--- src/rtl/tv_sequencer_pkg.sv ---
// Shared types for the test-vector sequencer: FSM states, the stored vector
// layout and a saturating counter helper.
package tv_sequencer_pkg;

  localparam int VEC_IN_W  = 8;
  localparam int VEC_OUT_W = 8;

  typedef enum logic [1:0] {
    IDLE,
    SEND,
    WAIT,
    DONE
  } state_e;

  // One stored vector: stimulus, golden response and check mask (1 = checked)
  typedef struct packed {
    logic [VEC_IN_W-1:0]  stim;
    logic [VEC_OUT_W-1:0] golden;
    logic [VEC_OUT_W-1:0] mask;
  } vec_t;

  // Increment that sticks at 255 so a long failing run never wraps to "clean"
  function automatic logic [7:0] sat_inc8(input logic [7:0] v);
    return (v == 8'hFF) ? v : v + 8'd1;
  endfunction

endpackage

--- src/rtl/tv_sequencer_if.sv ---
// Request/response handshake between the sequencer (master) and the DUT
// under test (slave). At most one request is outstanding at a time.
interface tv_sequencer_if
  import tv_sequencer_pkg::*;
#(
  parameter int IN_W  = VEC_IN_W,
  parameter int OUT_W = VEC_OUT_W
) ();

  logic             req_val;
  logic             req_rdy;
  logic [IN_W-1:0]  req_msg;
  logic             resp_val;
  logic             resp_rdy;
  logic [OUT_W-1:0] resp_msg;

  modport master (
    output req_val, req_msg, resp_rdy,
    input  req_rdy, resp_val, resp_msg
  );

  modport slave (
    input  req_val, req_msg, resp_rdy,
    output req_rdy, resp_val, resp_msg
  );

endinterface

--- src/rtl/tv_sequencer_mem.sv ---
// Vector storage: DEPTH-entry register file with one synchronous write port
// and one combinational read port. Contents survive reset on purpose so a
// run can be repeated after a reset without reloading.
module tv_sequencer_mem
  import tv_sequencer_pkg::*;
#(
  parameter int  DEPTH   = 16,
  parameter type entry_t = vec_t,
  localparam int AW      = $clog2(DEPTH)
) (
  input  logic          clk,
  input  logic          we,
  input  logic [AW-1:0] waddr,
  input  entry_t        wdata,
  input  logic [AW-1:0] raddr,
  output entry_t        rdata
);

  entry_t mem_q [DEPTH];

  // Store a vector when the write port is enabled
  always_ff @(posedge clk) begin
    if (we) mem_q[waddr] <= wdata;
  end

  assign rdata = mem_q[raddr];

endmodule

--- src/rtl/tv_sequencer.sv ---
// Test-vector sequencer: plays stored vectors into a DUT one at a time,
// compares masked responses, counts mismatches and guards each response
// with a cycle watchdog.
module tv_sequencer
  import tv_sequencer_pkg::*;
#(
  parameter int  IN_W    = VEC_IN_W,
  parameter int  OUT_W   = VEC_OUT_W,
  parameter int  DEPTH   = 16,
  parameter int  TIMEOUT = 64,
  localparam int AW      = $clog2(DEPTH),
  localparam int NW      = AW + 1,
  localparam int TW      = $clog2(TIMEOUT)
) (
  input  logic                 clk,
  input  logic                 reset,
  input  logic                 start,
  input  logic [NW-1:0]        num_vec,
  input  logic                 cfg_we,
  input  logic [AW-1:0]        cfg_addr,
  input  logic [IN_W-1:0]      cfg_in,
  input  logic [OUT_W-1:0]     cfg_ref,
  input  logic [OUT_W-1:0]     cfg_mask,
  tv_sequencer_if.master       dut_if,
  output logic                 busy,
  output logic                 done,
  output logic                 pass,
  output logic [7:0]           err_count,
  output logic [AW-1:0]        fail_idx,
  output logic                 timeout
);

  typedef struct packed {
    logic [IN_W-1:0]  stim;
    logic [OUT_W-1:0] golden;
    logic [OUT_W-1:0] mask;
  } entry_t;

  state_e        state_q, state_d;
  logic [AW-1:0] idx_q, idx_d;
  logic [NW-1:0] num_q, num_d;
  logic [TW-1:0] timer_q, timer_d;
  logic [7:0]    err_q, err_d;
  logic [AW-1:0] fail_q, fail_d;
  logic          timeout_q, timeout_d;
  logic          pass_q, pass_d;

  entry_t        wr_entry, rd_entry;
  logic          mismatch;
  logic          last_vec;
  logic [7:0]    err_inc;

  assign wr_entry = '{stim: cfg_in, golden: cfg_ref, mask: cfg_mask};

  tv_sequencer_mem #(
    .DEPTH   (DEPTH),
    .entry_t (entry_t)
  ) u_mem (
    .clk   (clk),
    .we    (cfg_we & ~busy),
    .waddr (cfg_addr),
    .wdata (wr_entry),
    .raddr (idx_q),
    .rdata (rd_entry)
  );

  assign mismatch = |((dut_if.resp_msg ^ rd_entry.golden) & rd_entry.mask);
  assign last_vec = ({1'b0, idx_q} == (num_q - NW'(1)));

  // State and run bookkeeping registers
  always_ff @(posedge clk) begin
    if (reset) begin
      state_q   <= IDLE;
      idx_q     <= '0;
      num_q     <= '0;
      timer_q   <= '0;
      err_q     <= '0;
      fail_q    <= '0;
      timeout_q <= 1'b0;
      pass_q    <= 1'b0;
    end else begin
      state_q   <= state_d;
      idx_q     <= idx_d;
      num_q     <= num_d;
      timer_q   <= timer_d;
      err_q     <= err_d;
      fail_q    <= fail_d;
      timeout_q <= timeout_d;
      pass_q    <= pass_d;
    end
  end

  // Next-state: run start, request handshake, response check and watchdog
  always_comb begin
    state_d   = state_q;
    idx_d     = idx_q;
    num_d     = num_q;
    timer_d   = timer_q;
    err_d     = err_q;
    fail_d    = fail_q;
    timeout_d = timeout_q;
    pass_d    = pass_q;
    err_inc   = mismatch ? sat_inc8(err_q) : err_q;

    case (state_q)
      IDLE, DONE: begin
        if (start) begin
          err_d     = '0;
          fail_d    = '0;
          timeout_d = 1'b0;
          idx_d     = '0;
          pass_d    = 1'b0;
          num_d     = (num_vec > NW'(DEPTH)) ? NW'(DEPTH) : num_vec;
          if (num_vec == '0) begin
            state_d = DONE;
            pass_d  = 1'b1;
          end else begin
            state_d = SEND;
          end
        end
      end
      SEND: begin
        if (dut_if.req_rdy) begin
          state_d = WAIT;
          timer_d = '0;
        end
      end
      WAIT: begin
        if (dut_if.resp_val) begin
          err_d = err_inc;
          if (mismatch && (err_q == 8'd0)) fail_d = idx_q;
          if (last_vec) begin
            state_d = DONE;
            pass_d  = (err_inc == 8'd0) && !timeout_q;
          end else begin
            idx_d   = idx_q + 1'b1;
            state_d = SEND;
          end
        end else if (timer_q == TW'(TIMEOUT - 1)) begin
          timeout_d = 1'b1;
          pass_d    = 1'b0;
          state_d   = DONE;
        end else begin
          timer_d = timer_q + 1'b1;
        end
      end
      default: state_d = IDLE;
    endcase
  end

  // Outputs decoded from the current state
  always_comb begin
    busy            = 1'b0;
    done            = 1'b0;
    dut_if.req_val  = 1'b0;
    dut_if.resp_rdy = 1'b0;
    dut_if.req_msg  = '0;
    case (state_q)
      SEND: begin
        busy           = 1'b1;
        dut_if.req_val = 1'b1;
        dut_if.req_msg = rd_entry.stim;
      end
      WAIT: begin
        busy            = 1'b1;
        dut_if.resp_rdy = 1'b1;
      end
      DONE:    done = 1'b1;
      default: ;
    endcase
  end

  assign pass      = pass_q;
  assign err_count = err_q;
  assign fail_idx  = fail_q;
  assign timeout   = timeout_q;

endmodule

--- src/flat_wrapper.sv ---
// flat-port wrapper written by rule: the top's interface ports become plain ports
module tv_sequencer_flat import tv_sequencer_pkg::*;
#(
  parameter int  IN_W    = VEC_IN_W,
  parameter int  OUT_W   = VEC_OUT_W,
  parameter int  DEPTH   = 16,
  parameter int  TIMEOUT = 64,
  localparam int AW      = $clog2(DEPTH),
  localparam int NW      = AW + 1,
  localparam int TW      = $clog2(TIMEOUT)
)
  (clk, reset, start, num_vec, cfg_we, cfg_addr, cfg_in, cfg_ref, cfg_mask, busy, done, pass, err_count, fail_idx, timeout, dut_if_req_val, dut_if_req_msg, dut_if_resp_rdy, dut_if_req_rdy, dut_if_resp_val, dut_if_resp_msg);
  tv_sequencer_if #(.IN_W(IN_W), .OUT_W(OUT_W)) dut_if_i ();
  input  logic clk;
  input  logic reset;
  input  logic start;
  input  logic [NW-1:0] num_vec;
  input  logic cfg_we;
  input  logic [AW-1:0] cfg_addr;
  input  logic [IN_W-1:0] cfg_in;
  input  logic [OUT_W-1:0] cfg_ref;
  input  logic [OUT_W-1:0] cfg_mask;
  output logic busy;
  output logic done;
  output logic pass;
  output logic [7:0] err_count;
  output logic [AW-1:0] fail_idx;
  output logic timeout;
  output wire logic [$bits(dut_if_i.req_val)-1:0] dut_if_req_val;
  output wire logic [$bits(dut_if_i.req_msg)-1:0] dut_if_req_msg;
  output wire logic [$bits(dut_if_i.resp_rdy)-1:0] dut_if_resp_rdy;
  input wire logic [$bits(dut_if_i.req_rdy)-1:0] dut_if_req_rdy;
  input wire logic [$bits(dut_if_i.resp_val)-1:0] dut_if_resp_val;
  input wire logic [$bits(dut_if_i.resp_msg)-1:0] dut_if_resp_msg;
  assign dut_if_req_val = dut_if_i.req_val;
  assign dut_if_req_msg = dut_if_i.req_msg;
  assign dut_if_resp_rdy = dut_if_i.resp_rdy;
  assign dut_if_i.req_rdy = dut_if_req_rdy;
  assign dut_if_i.resp_val = dut_if_resp_val;
  assign dut_if_i.resp_msg = dut_if_resp_msg;
  tv_sequencer #(.IN_W(IN_W), .OUT_W(OUT_W), .DEPTH(DEPTH), .TIMEOUT(TIMEOUT)) u_core (.clk(clk), .reset(reset), .start(start), .num_vec(num_vec), .cfg_we(cfg_we), .cfg_addr(cfg_addr), .cfg_in(cfg_in), .cfg_ref(cfg_ref), .cfg_mask(cfg_mask), .dut_if(dut_if_i), .busy(busy), .done(done), .pass(pass), .err_count(err_count), .fail_idx(fail_idx), .timeout(timeout));
endmodule
--- config.mk ---
export PLATFORM = sky130hd
export DESIGN_NAME = tv_sequencer_flat
export DESIGN_NICKNAME = d
export VERILOG_FILES = /design/src/rtl/tv_sequencer_pkg.sv /design/src/rtl/tv_sequencer_if.sv /design/src/rtl/tv_sequencer_mem.sv /design/src/rtl/tv_sequencer.sv /design/src/flat_wrapper.sv
export SDC_FILE = /design/constraint.sdc
export NUM_CORES = 1
export LEC_CHECK = 0
export BUFFER_PORTS_ARGS = -buffer_cell sky130_fd_sc_hd__buf_4
export CORE_MARGIN = 2
export CORE_UTILIZATION = 50
export CTS_CLUSTER_DIAMETER = 80
export DETAILED_ROUTE_END_ITERATION = 8
export PLACE_DENSITY_LB_ADDON = 0.3
export SYNTH_ARGS = -nofsm -noshare
export SYNTH_HDL_FRONTEND = slang
export SYNTH_SLANG_ARGS = --single-unit
--- constraint.sdc ---
create_clock -name clk -period 3.68 [get_ports clk]
set_clock_uncertainty 0.2 [all_clocks]
set_input_delay 0.736 -clock clk [delete_from_list [all_inputs] [get_ports clk]]
set_output_delay 0.736 -clock clk [all_outputs]
set_load 0.02 [all_outputs]
After elaboration in Yosys (flattened, before gate mapping):

Memory sizes are Yosys's and may differ from the RTL's. A register that Yosys moved wholly into a read port is not among the register bits.
Index checks and enable logic that the tools add are counted.

* output and inout port bits: 26
* register bits after elaboration: 31
* latch bits: 0
* bits in writable memories: 384
* bits of input ports: 47
* memories kept: 1
* ROM bits: 0
* word-level logic and storage cells: 97

* reduce and logical (&&, ||, !) cells: 20
* $lt $le $gt $ge: 1
* bitwise gates (word level): 4
* shift-type cells: 0
* equality and inequality tests: 16
* muxes and demuxes: 43
* multipliers: 0
* divide/modulo/power cells: 0
* add/subtract/negate cells: 4

Memory list
* u_core.u_mem.mem_q: words 16, width 24, read ports 1, clocked after Yosys merged registers in 1, write ports 1, RTL line tv_sequencer_mem.sv:19 `entry_t mem_q [DEPTH];`

Operator list (number)
* $mux 8: 5
* $mux 4: 7
* $reduce_and 4->1: 5
* $mux 6: 3
* $logic_not 8->1: 2
* $pmux 4 s2: 2
* $pmux 8 s2: 1
* $mux 1: 14
* $mux 2: 6
* $ne 2x2->1 const B: 6
* $pmux 6 s2: 1
* $add 8x1->8 const B: 1
* $and 8x8->8: 1
* $eq 8x8->1 const B: 1
* $reduce_or 8->1: 1
* $xor 8x8->8: 1
* $add 6x1->6 const B: 1
* $eq 6x6->1 const B: 1
* $ne 3x2->1 const B: 2
* $pmux 2 s3: 1
* $reduce_and 3->1: 2
* $eq 4x5->1: 1
* $gt 5x5->1 const B: 1
* $logic_not 5->1: 1
* 15 further kinds: 21

Longest topological paths before layout:

Gate-level depths: netlist of run 1.

* depth after elaboration: 9
* mapped depth: 14

Hierarchy:

From an unflattened synthesis of run 1, not the netlist that was laid out.

* cells, all modules: 859
* area total of the unflattened synthesis: 16470.8 um^2

Modules (own cells, without submodules)
* tv_sequencer_mem: times used 1, area an instance 14450.1 um^2, cells an instance 612
* tv_sequencer: times used 1, area an instance 2020.7 um^2, cells an instance 247

Worst setup path before layout of run 1:

Ideal clock, no wire load.

* kind: flip-flop to output port
* from: register (tool-made name)
* to: output port dut_if_req_msg[0]
* data required time: 2.744 ns
* slack: -0.141 ns
* data arrival time: 2.885 ns
* cell stages (with the launch flop): 8
* buffers on the path: 4
* path through: dfxtp_1 > buf_6 > buf_6 > clkbuf_1 > buf_1 > mux4_2 > mux4_2 > and2_1

RTL lines
* to (decl): RTL line flat_wrapper.sv:30 `output wire logic [$bits(dut_if_i.req_msg)-1:0] dut_if_req_msg;`

==> results.sh, run 1 <==
export IMPL_power_density_nw_per_um2=537
export IMPL_tritoncts="done"
export IMPL_postCtsHoldBufs=0
export IMPL_routed_wl_met2_mm=17.1
export IMPL_grt_start_max_net_pins=31
export IMPL_synth_fp_nets=974
export IMPL_layout_cell_share_with_drive_strength_beyond_1=0.270
export IMPL_post_route_period_util=0.972
export IMPL_total_inserted_antenna_cells=0
export IMPL_tightestPinTransition_ns=0.711
export IMPL_critPathArrivalTime_ns=2.64
export IMPL_area_growth_pct=16.7
export IMPL_final_hold_viol_count=0
export IMPL_met3WireLength_mm=2.10
export IMPL_firstDrtPassIters=6
export IMPL_crit_required_ns=2.74
export IMPL_dpl_hpwl_mm=21.0
export IMPL_critical_path_n_buffers_inverters=3
export IMPL_number_of_antenna_violations_at_the_first_check_in_global_routing=0
export IMPL_ioPinCount=73
export IMPL_timing_final_ws_setup_ns=0.102
export IMPL_critical_path_end_type="primary output"
export IMPL_num_nets_final=1101
export IMPL_critical_path_cell_by_cell="buf_4, buf_4, mux4_2, mux4_2, and2_1, buf_4"
export IMPL_first_global_vias=8947
export IMPL_clk_pin_slew_worst_paths_ns=0.06
export IMPL_max_cap_viol_count=0
export IMPL_synth_seq_cells=419
export IMPL_grt_overflow_total=0
export IMPL_synth_cell_area_um2=16800
export IMPL_timing_max_transition_violations_final=0
export IMPL_run_status="finished, final reports clean"
export IMPL_setup_tns_after_final_layout_ns=0
export IMPL_ys_warn_count=0
export IMPL_crit_family="multiplexers"
export IMPL_mostFrequentLayoutCell="sky130_fd_sc_hd__edfxtp_1"
export IMPL_floorplan_initialDensity=0.505
export IMPL_dp_slack_ns=0.0491
export IMPL_cts_inserted_buffers=43
export IMPL_syn_area_per_cell_um2=18.3
export IMPL_ys_dominant_reg_cell="sky130_fd_sc_hd__edfxtp_1"
export IMPL_row_count=67
export IMPL_largest_voltage_drop_on_the_vdd_net_uv=350
export IMPL_slew_hr=0.526
export IMPL_core_region_area_um2=33300
export IMPL_grt_first_pass_wirelength_mm=54.4
export IMPL_die_height_um=187
export IMPL_path_class="register to primary output"
export IMPL_rsz_0062_raised_after_global_routing="yes"
export IMPL_asyncSetResetFlopFracSynth=0
export IMPL_type_of_the_most_critical_hold_path="register to register"
export IMPL_synth_yosys_seq_area_share=0.728
export IMPL_holdWs_ns=0.258
export IMPL_gp_congestion=0.796
export IMPL_clock_latency_ns=0.54
export IMPL_max_freq_mhz=279
export IMPL_yosysUniqueCellTypes=55
export IMPL_clock_tree_buffer_depth=3
export IMPL_setup_viol_count_final=0
export IMPL_finalNonFillerCells=1524
export IMPL_clock_tree_htree_level_count=2
export IMPL_fp_dieW_um=187
export IMPL_clock_sinks=419
export IMPL_antenna_violating_nets_post_route=0
export IMPL_path_max_fanout=10
export IMPL_met1Wirelength_mm=16.0
export IMPL_detail_route_drc_violations=0
export IMPL_cts_root_buffer_cell="sky130_fd_sc_hd__clkbuf_16"
export IMPL_placed_cells=1437
export IMPL_fp_dieArea_um2=35100
export IMPL_synth_edf_count=384
export IMPL_most_frequent_cell_on_the_critical_path="sky130_fd_sc_hd__buf_4"
export IMPL_drt_initial_drc_count=806
export IMPL_syn_inst=918
export IMPL_final_min_clock_period_ns=3.58
export IMPL_port_buffers=72
export IMPL_critical_path_max_stage_delay_ns=0.53
export IMPL_mostFrequentLayoutCells="sky130_fd_sc_hd__edfxtp_1 (384), sky130_fd_sc_hd__buf_4 (114), sky130_fd_sc_hd__mux4_2 (83), sky130_fd_sc_hd__clkbuf_16 (44)"
export IMPL_dr_total_vias=8945
export IMPL_top_layer="met4"
export IMPL_power_leakage_nw=6.33
export IMPL_all_layer_global_routing_usage=0.207
export IMPL_critPathSlowestCell="sky130_fd_sc_hd__mux4_2"
export IMPL_drt_wl_total_mm=35.9
export IMPL_vias_per_cell=5.87
export IMPL_worst_setup_path_start_kind="register"
export IMPL_wire_per_inst_um=23.6
## cell type report
type | count | area (um^2)
Clock inverter | 18 | 100
Fill cell | 2436 | 13700
Multi-Input combinational cell | 444 | 4410
Sequential cell | 419 | 12200
Inverter | 11 | 43.8
Timing Repair Buffer | 126 | 1090
Tap cell | 448 | 561
Clock buffer | 58 | 1150
## path summary, 6_finish.rpt
| path | to | depth (start not counted) | slack [ns] | start |
|---|---|---|---|---|
| max | dut_if_req_msg[7] | 6 | 0.10 | register |
| min | u_core.fail_idx[3]$_SDFFE_PP0P_ | 2 | 0.26 | u_core.fail_idx[3]$_SDFFE_PP0P_ |
| max reg2reg | u_core.err_count[3]$_SDFFE_PP0P_ | 11 | 0.12 | register |
| min reg2reg | u_core.fail_idx[3]$_SDFFE_PP0P_ | 2 | 0.26 | u_core.fail_idx[3]$_SDFFE_PP0P_ |
## synthesized netlist by cell type (all sizes together), types with 2 or more instances
cell type,instances,area [um^2]
edfxtp,384,11500
mux4,87,1970
nor2,53,199
nand2,41,154
xor2,40,350
dfxtp,35,701
mux2i,29,290
a21oi,27,139
buf,23,156
clkbuf,21,78.8
nand3,19,95.1
o21ai,17,85.1
inv,11,41.3
nor3,11,55.1
xnor2,10,87.6
and2,9,56.3
ha,9,113
a221oi,8,70.1
nand2b,8,50.1
a31oi,7,43.8
nor2b,7,43.8
and3,5,31.3
nand4,5,31.3
nor3b,5,37.5
a22oi,4,30.0
or3,4,25.0
a21o,3,22.5
a311oi,3,26.3
a41oi,3,26.3
nand4b,3,26.3
o211ai,3,22.5
o22ai,3,32.5
o31ai,3,22.5
a211oi,2,15.0
nand3b,2,15.0
o32ai,2,17.5
or2,2,12.5
or4,2,18.8
## cell families (layout without fill, tap and decap cells)
kind of cell             count (synthesis)  in the layout  synth area share
multiplexers                           117            117             0.135
AND/OR/NAND/NOR                        177            177            0.0512
AO/OA/AOI/OAI                           91             91            0.0360
buffers and inverters                   55            213            0.0165
adder cells (fa/ha/maj)                  9              9           0.00670
flip-flops                             419            419             0.728
XOR/XNOR                                50             50            0.0261
## per-layer routing
layer,global-route usage,vias to the layer above
li1,-,3927
met1,0.298,4651
met2,0.333,317
met3,0.0358,50
met4,0.0543,0
met5,0,-
## sequential cells by signal (all words and copies together), names as in the netlist, named ones only
register	cells
u_core.timer_q	6
u_core.pass	1
u_core.fail_idx	4
u_core.num_q	5
u_core.err_count	8
u_core.state_q	2
u_core.u_mem.mem_q	384
u_core.idx_q	4
u_core.timeout	1
## stage by stage
step / util / power [mW] / instance area [um^2]
after CTS: 0.587 / 10.6 / 19500
final: 0.589 / 10.5 / 19600
after global placement: 0.547 / 6.69 / 18200
after detailed placement: 0.547 / 6.71 / 18200
after global routing: 0.589 / 10.9 / 19600
after floorplan: - / 6.24 / 16800
## timing repair
action,CTS,global route
setup endpoints to repair,3,12
buffers inserted,7,4
pin swaps,0,0
resized for setup,0,6
## power by group
group	internal (mW)	leakage (nW)	switching, mW
logic	0.493	1.98	0.747
clock network	2.20	0.606	1.71
registers	5.33	3.75	0.0514
total	8.02	6.33	2.51
## tightest hold or removal path: cells and delay by family (launching register included)
kind | cells | cell delay (ns)
AND/OR/NAND/NOR | 1 | 0.05
flip-flops | 1 | 0.31
AO/OA/AOI/OAI | 1 | 0.05
No activity file was read; power rests on OpenSTA's default activity.
==> run 2, diff against run 1 <==
--- a/config.mk
+++ b/config.mk
@@ -7,7 +7,7 @@
 export LEC_CHECK = 0
 export BUFFER_PORTS_ARGS = -buffer_cell sky130_fd_sc_hd__buf_4
 export CORE_MARGIN = 2
-export CORE_UTILIZATION = 50
+export CORE_UTILIZATION = 40
 export CTS_CLUSTER_DIAMETER = 80
 export DETAILED_ROUTE_END_ITERATION = 8
 export PLACE_DENSITY_LB_ADDON = 0.3
==> run 2 against run 1 <==
- worst setup slack hardly changed
- combinational power hardly changed
- sequential power hardly changed
- critical path depth stayed put
- first-iteration DRC count is 8.7% higher
- total power is 0.76% higher
- sequential cell count stayed put
- largest cell class unchanged
- clock-buffer cell count stayed put
- via count is 1.5% lower
- wire length is 3.4% higher
- design area is 0.93% higher
- global-route usage is 3.7 points lower
==> results.sh, run 2 (same netlist as run 1, synthesis figures left out) <==
export IMPL_slew_hr=0.579
export IMPL_run_status="finished, final reports clean"
export IMPL_mostFrequentLayoutCells="sky130_fd_sc_hd__edfxtp_1 (384), sky130_fd_sc_hd__buf_4 (119), sky130_fd_sc_hd__mux4_2 (83), sky130_fd_sc_hd__clkbuf_16 (44)"
export IMPL_cts_root_buffer_cell="sky130_fd_sc_hd__clkbuf_16"
export IMPL_placed_area_um2=18400
export IMPL_fp_dieW_um=209
export IMPL_cts_inserted_buffers=44
export IMPL_clk_pin_slew_worst_paths_ns=0.06
export IMPL_tritoncts="done"
export IMPL_register_with_the_most_flip_flops="u_core.u_mem.mem_q"
export IMPL_rsz_0062_raised_after_global_routing="yes"
export IMPL_area_growth_pct=17.8
export IMPL_num_nets_final=1109
export IMPL_core_region_area_um2=41700
export IMPL_power_density_nw_per_um2=536
export IMPL_path_max_fanout=14
export IMPL_die_height_um=209
export IMPL_max_cap_viol_count=0
export IMPL_largest_voltage_drop_on_the_vdd_net_uv=299
export IMPL_dpl_hpwl_mm=22.3
export IMPL_first_global_vias=8908
export IMPL_critPathArrivalTime_ns=2.64
export IMPL_firstDrtPassIters=6
export IMPL_floorplan_initialDensity=0.403
export IMPL_clock_tree_htree_level_count=2
export IMPL_wire_per_inst_um=22.8
export IMPL_all_layer_global_routing_usage=0.171
export IMPL_grt_start_max_net_pins=39
export IMPL_filler_cell_count=3546
export IMPL_layout_cell_share_with_drive_strength_beyond_1=0.273
export IMPL_layout_core_utilization=0.475
export IMPL_critical_path_end_type="primary output"
export IMPL_dr_total_vias=8810
export IMPL_crit_required_ns=2.74
export IMPL_final_hold_viol_count=0
export IMPL_final_design_area_no_fill_um2=19800
export IMPL_clock_sinks=419
export IMPL_type_of_the_most_critical_hold_path="register to register"
export IMPL_port_buffers=72
export IMPL_fp_dieArea_um2=43700
export IMPL_largest_register_ff_count=384
export IMPL_ioPinCount=73
export IMPL_setup_tns_after_final_layout_ns=0
export IMPL_vias_per_cell=5.41
export IMPL_grt_overflow_total=0
export IMPL_holdWs_ns=0.263
export IMPL_worst_setup_path_start_kind="register"
export IMPL_gp_congestion=0.820
export IMPL_max_freq_mhz=279
export IMPL_antenna_violating_nets_post_route=0
export IMPL_postCtsHoldBufs=0
export IMPL_setup_viol_count_final=0
export IMPL_detail_route_drc_violations=0
export IMPL_power_leakage_nw=6.38
export IMPL_grt_first_pass_wirelength_mm=55.6
export IMPL_number_of_antenna_violations_at_the_first_check_in_global_routing=3
export IMPL_row_count=75
export IMPL_tightestPinTransition_ns=0.632
export IMPL_post_route_period_util=0.972
export IMPL_clock_latency_ns=0.56
export IMPL_drt_initial_drc_count=876
export IMPL_timing_max_transition_violations_final=0
export IMPL_clock_tree_buffer_depth=3
export IMPL_final_min_clock_period_ns=3.58
export IMPL_mostFrequentLayoutCell="sky130_fd_sc_hd__edfxtp_1"
export IMPL_path_class="register to primary output"
export IMPL_drt_wl_total_mm=37.2
[run 2: final timing paths]
kind	startpoint	to	slack (ns)	cells after the start
max reg2reg	register	u_core.err_count[1]$_SDFFE_PP0P_	0.13	12
max	register	dut_if_req_msg[4]	0.10	6
min reg2reg	u_core.fail_idx[3]$_SDFFE_PP0P_	u_core.fail_idx[3]$_SDFFE_PP0P_	0.26	2
min	u_core.fail_idx[3]$_SDFFE_PP0P_	u_core.fail_idx[3]$_SDFFE_PP0P_	0.26	2
[run 2: per-stage QoR]
step	setup WS, ns	total power, mW	cells
after floorplan	0.00197	6.24	918
after global placement	0.152	6.71	1542
after detailed placement	0.0984	6.73	1542
after CTS	0.00907	10.7	1626
after global routing	-0.0120	11.0	1628
final	0.102	10.6	1629
[run 2: routing by layer]
metal	wire length, um	part of all wire	track usage
met3	1900	0.051	0.0341
met4	810	0.022	0.0488
met1	16500	0.44	0.234
met2	17900	0.48	0.279
met5	27	0.00073	0
[run 2: report_power, final]
group / internal, mW / switching, mW / leakage (nW)
logic: 0.497 / 0.749 / 2.01
registers: 5.33 / 0.0508 / 3.75
clock network: 2.22 / 1.76 / 0.628
[run 2: critical path, stage by stage (launching register included)]
cell	delay [ns]
sky130_fd_sc_hd__dfxtp_4	0.41
sky130_fd_sc_hd__buf_12	0.16
sky130_fd_sc_hd__buf_6	0.20
sky130_fd_sc_hd__mux4_2	0.52
sky130_fd_sc_hd__mux4_2	0.47
sky130_fd_sc_hd__and2_1	0.17
sky130_fd_sc_hd__buf_4	0.15
[run 2: timing repair]
item	in CTS	in global routing
setup buffers	3	1
endpoints found under the setup margin	7	9
pin swaps	0	2
resized for setup	3	6
[run 2: final cells by class]
type / instances / area (um^2) / share of cell area
Sequential cell: 419 / 12200 / 0.619
Antenna cell: 2 / 5.00 / 0.000253
Multi-Input combinational cell: 444 / 4400 / 0.222
Tap cell: 539 / 674 / 0.0341
Clock buffer: 58 / 1150 / 0.0583
Inverter: 11 / 41.3 / 0.00209
Clock inverter: 23 / 133 / 0.00670
Timing Repair Buffer: 133 / 1130 / 0.0572
==> run 3, diff against run 2 <==
--- a/config.mk
+++ b/config.mk
@@ -5,8 +5,10 @@
 export SDC_FILE = /design/constraint.sdc
 export NUM_CORES = 1
 export LEC_CHECK = 0
+export ABC_AREA = 1
 export BUFFER_PORTS_ARGS = -buffer_cell sky130_fd_sc_hd__buf_4
-export CORE_MARGIN = 2
+export CELL_PAD_IN_SITES_DETAIL_PLACEMENT = 0
+export CELL_PAD_IN_SITES_GLOBAL_PLACEMENT = 1
 export CORE_UTILIZATION = 40
 export CTS_CLUSTER_DIAMETER = 80
 export DETAILED_ROUTE_END_ITERATION = 8
==> run 3 against run 2 <==
- die area rose by 6.4%
- first-iteration DRC count rose by 30%
- critical path depth rose by 1
- sequential power rose by 1%
- non-clock buffer count fell by 29
- via count rose by 43%
- register-to-register slack improved by 0.65 ns
- hold slack got worse by 0.054 ns
- combinational power rose to 2.6 times the previous value
- total power rose by 24%
- highest routed layer is now met4
==> results.sh, run 3 <==
export IMPL_post_synth_top_count_cell="sky130_fd_sc_hd__nand2_1"
export IMPL_yosysUniqueCellTypes=39
export IMPL_ys_warn_count=0
export IMPL_type_of_the_most_critical_hold_path="primary input to register"
export IMPL_critPathArrivalTime_ns=2.52
export IMPL_critical_path_end_type="primary output"
export IMPL_netlist_area_leader_share=0.633
export IMPL_cts_inserted_buffers=46
export IMPL_layout_core_utilization=0.471
export IMPL_synth_compound_area_frac=0.0593
export IMPL_row_count=77
export IMPL_largest_register_ff_count=384
export IMPL_vias_per_cell=5.21
export IMPL_final_hold_viol_count=0
export IMPL_area_growth_pct=15.3
export IMPL_critPathSlowestCell="sky130_fd_sc_hd__dfxtp_4"
export IMPL_dp_slack_ns=0.696
export IMPL_timing_endpoint_of_the_critical_path="dut_if_req_msg[5]"
export IMPL_wire_per_inst_um=19.5
export IMPL_post_route_period_util=0.939
export IMPL_syn_inst=1721
export IMPL_worst_setup_path_start_kind="register"
export IMPL_dr_total_vias=12600
export IMPL_gp_congestion=0.817
export IMPL_max_cap_viol_count=0
export IMPL_max_freq_mhz=289
export IMPL_ioPinCount=73
export IMPL_synth_xor_area_frac=0.00432
export IMPL_fp_dieW_um=215
export IMPL_synthAdderAreaFrac=0.00618
export IMPL_grt_start_max_net_pins=119
export IMPL_die_height_um=215
export IMPL_worst_case_register_to_register_setup_slack_ns=0.78
export IMPL_crit_required_ns=2.74
export IMPL_cts_root_buffer_cell="sky130_fd_sc_hd__clkbuf_16"
export IMPL_total_inserted_antenna_cells=0
export IMPL_synth_seq_cells=419
export IMPL_clock_latency_ns=0.57
export IMPL_postCtsHoldBufs=0
export IMPL_mostFrequentLayoutCell="sky130_fd_sc_hd__nand2_1"
export IMPL_slew_hr=0.560
export IMPL_port_buffers=72
export IMPL_filler_cell_count=4043
export IMPL_reg2reg_to="u_core.pass$_SDFFE_PP0P_"
export IMPL_run_status="finished, final reports clean"
export IMPL_number_of_antenna_violations_at_the_first_check_in_global_routing=0
export IMPL_grt_overflow_total=0
export IMPL_asyncSetResetFlopFracSynth=0
export IMPL_dpl_hpwl_mm=25.2
export IMPL_firstDrtPassIters=5
export IMPL_power_density_nw_per_um2=626
export IMPL_synth_top_family_by_area="simple AND/OR/NAND/NOR gates"
export IMPL_layout_cell_share_with_drive_strength_beyond_1=0.115
export IMPL_fp_dieArea_um2=46400
export IMPL_num_nets_final=1846
export IMPL_drt_wl_total_mm=47.0
export IMPL_post_synth_top_area_cell="sky130_fd_sc_hd__edfxtp_1"
export IMPL_clock_sinks=419
export IMPL_floorplan_initialDensity=0.409
export IMPL_path_class="register to primary output"
export IMPL_syn_area_per_cell_um2=10.6
export IMPL_timing_max_transition_violations_final=0
export IMPL_tritoncts="done"
export IMPL_crit_family="buffers and inverters"
export IMPL_drt_initial_drc_count=1138
export IMPL_cp_num_cells=7
export IMPL_detail_route_drc_violations=0
export IMPL_timing_final_ws_setup_ns=0.224
export IMPL_ys_dominant_reg_cell="sky130_fd_sc_hd__edfxtp_1"
export IMPL_path_max_fanout=60
export IMPL_critical_path_max_stage_delay_ns=0.38
export IMPL_antenna_violating_nets_post_route=0
export IMPL_largest_voltage_drop_on_the_vdd_net_uv=435
export IMPL_clock_tree_buffer_depth=3
export IMPL_final_min_clock_period_ns=3.46
export IMPL_critical_path_cell_by_cell="inv_6, buf_12, o21ai_0, o221ai_1, o211ai_1, a21oi_1, buf_4"
export IMPL_clk_pin_slew_worst_paths_ns=0.06
export IMPL_register_with_the_most_flip_flops="u_core.u_mem.mem_q"
export IMPL_synth_fp_nets=1777
export IMPL_synth_yosys_seq_area_share=0.671
export IMPL_first_global_vias=12200
export IMPL_synth_edf_count=384
export IMPL_post_synth_main_area_contributors="sky130_fd_sc_hd__edfxtp_1 (63%), sky130_fd_sc_hd__nand2_1 (8.9%), sky130_fd_sc_hd__nand3_1 (7.2%), sky130_fd_sc_hd__dfxtp_1 (3.8%), sky130_fd_sc_hd__inv_1 (3.3%)"
export IMPL_synth_cell_area_um2=18200
export IMPL_rsz_0062_raised_after_global_routing="no"
export IMPL_tightestPinTransition_ns=0.658
export IMPL_core_region_area_um2=44600
export IMPL_grt_first_pass_wirelength_mm=71.6
export IMPL_synthSimpleGateAreaFrac=0.201
export IMPL_critical_path_n_buffers_inverters=3
export IMPL_clock_tree_htree_level_count=2
export IMPL_all_layer_global_routing_usage=0.204
export IMPL_muxShareOfSynthArea=0
export IMPL_power_leakage_nw=8.00
export IMPL_setup_tns_after_final_layout_ns=0
export IMPL_setup_viol_count_final=0
export IMPL_ff2ff_path_depth=15
export IMPL_mostFrequentLayoutCells="sky130_fd_sc_hd__nand2_1 (433), sky130_fd_sc_hd__edfxtp_1 (384), sky130_fd_sc_hd__nand3_1 (262), sky130_fd_sc_hd__inv_1 (161), sky130_fd_sc_hd__nor2_1 (101)"
export IMPL_netlist_top_cells_count="sky130_fd_sc_hd__nand2_1 (433), sky130_fd_sc_hd__edfxtp_1 (384), sky130_fd_sc_hd__nand3_1 (262)"
[run 3: changes by cell type after synthesis, moves of 33 or more]
cell,delta
sky130_fd_sc_hd__o21ai_0,+60
sky130_fd_sc_hd__nand2_1,+392
sky130_fd_sc_hd__nand3_1,+243
sky130_fd_sc_hd__nor2_1,+60
sky130_fd_sc_hd__mux4_2,-83
sky130_fd_sc_hd__xor2_1,-33
sky130_fd_sc_hd__inv_1,+152
[run 3: power by group]
| part | leakage (nW) | switching (mW) | internal (mW) | total (mW) |
|---|---|---|---|---|
| sequential | 3.75 | 0.0890 | 5.38 | 5.46 |
| clock | 0.695 | 1.86 | 2.59 | 4.45 |
| combinational | 3.56 | 2.23 | 1.01 | 3.24 |
| total | 8.00 | 4.18 | 8.97 | 13.2 |
[run 3: what timing repair did]
action | in CTS | in global routing
setup buffers | 0 | 0
gates resized for setup | 0 | 1
setup endpoints to repair | 0 | 1
[run 3: tightest hold or removal path, cell delays in order]
cell	delay, ns
sky130_fd_sc_hd__buf_4	0.08
sky130_fd_sc_hd__a22oi_1	0.06
sky130_fd_sc_hd__nor2_1	0.07
[run 3: per-stage QoR]
| stage | power, mW | cells | area, um^2 | hold slack [ns] |
|---|---|---|---|---|
| floorplan | 7.93 | 1721 | 18200 | 0.253 |
| global route | 13.8 | 2417 | 21000 | 0.220 |
| global placement | 8.77 | 2334 | 19600 | 0.257 |
| finish | 13.2 | 2417 | 21000 | 0.209 |
| detailed placement | 8.82 | 2334 | 19600 | 0.255 |
| CTS | 13.3 | 2417 | 21000 | 0.184 |
[run 3: worst min path at each step]
stage | startpoint | end | slack (ns) | depth (start not counted)
floorplan | u_core.num_q[4]$_SDFFE_PP0P_ | u_core.num_q[4]$_SDFFE_PP0P_ | 0.25 | 2
global placement | u_core.fail_idx[2]$_SDFFE_PP0P_ | u_core.fail_idx[2]$_SDFFE_PP0P_ | 0.26 | 2
detailed placement | u_core.fail_idx[1]$_SDFFE_PP0P_ | u_core.fail_idx[1]$_SDFFE_PP0P_ | 0.26 | 2
CTS | num_vec[1] | u_core.num_q[1]$_SDFFE_PP0P_ | 0.18 | 3
global route | num_vec[0] | u_core.num_q[0]$_SDFFE_PP0P_ | 0.22 | 3
finish | num_vec[1] | u_core.num_q[1]$_SDFFE_PP0P_ | 0.21 | 3
[run 3: layer usage]
metal	vias up	global-route usage	wire length (um)
met2	333	0.334	22400
met1	6125	0.280	21000
met3	75	0.0330	2560
met5	-	0	0
li1	6060	-	-
met4	0	0.0619	1120
[run 3: kinds of logic (layout without fill, tap and decap cells)]
group                    count (synthesis)  in the layout
buffers and inverters                  249            353
flip-flops                             419            419
AND/OR/NAND/NOR                        853            853
XOR/XNOR                                 9              9
AO/OA/AOI/OAI                          182            182
adder cells (fa/ha/maj)                  9              9
[run 3: layout make-up]
cell class | count | area (um^2) | area share
Clock buffer | 61 | 1250 | 0.0594
Clock inverter | 22 | 194 | 0.00923
Inverter | 166 | 628 | 0.0299
Multi-Input combinational cell | 1053 | 5040 | 0.240
Sequential cell | 419 | 12200 | 0.582
Tap cell | 592 | 741 | 0.0352
Timing Repair Buffer | 104 | 931 | 0.0443
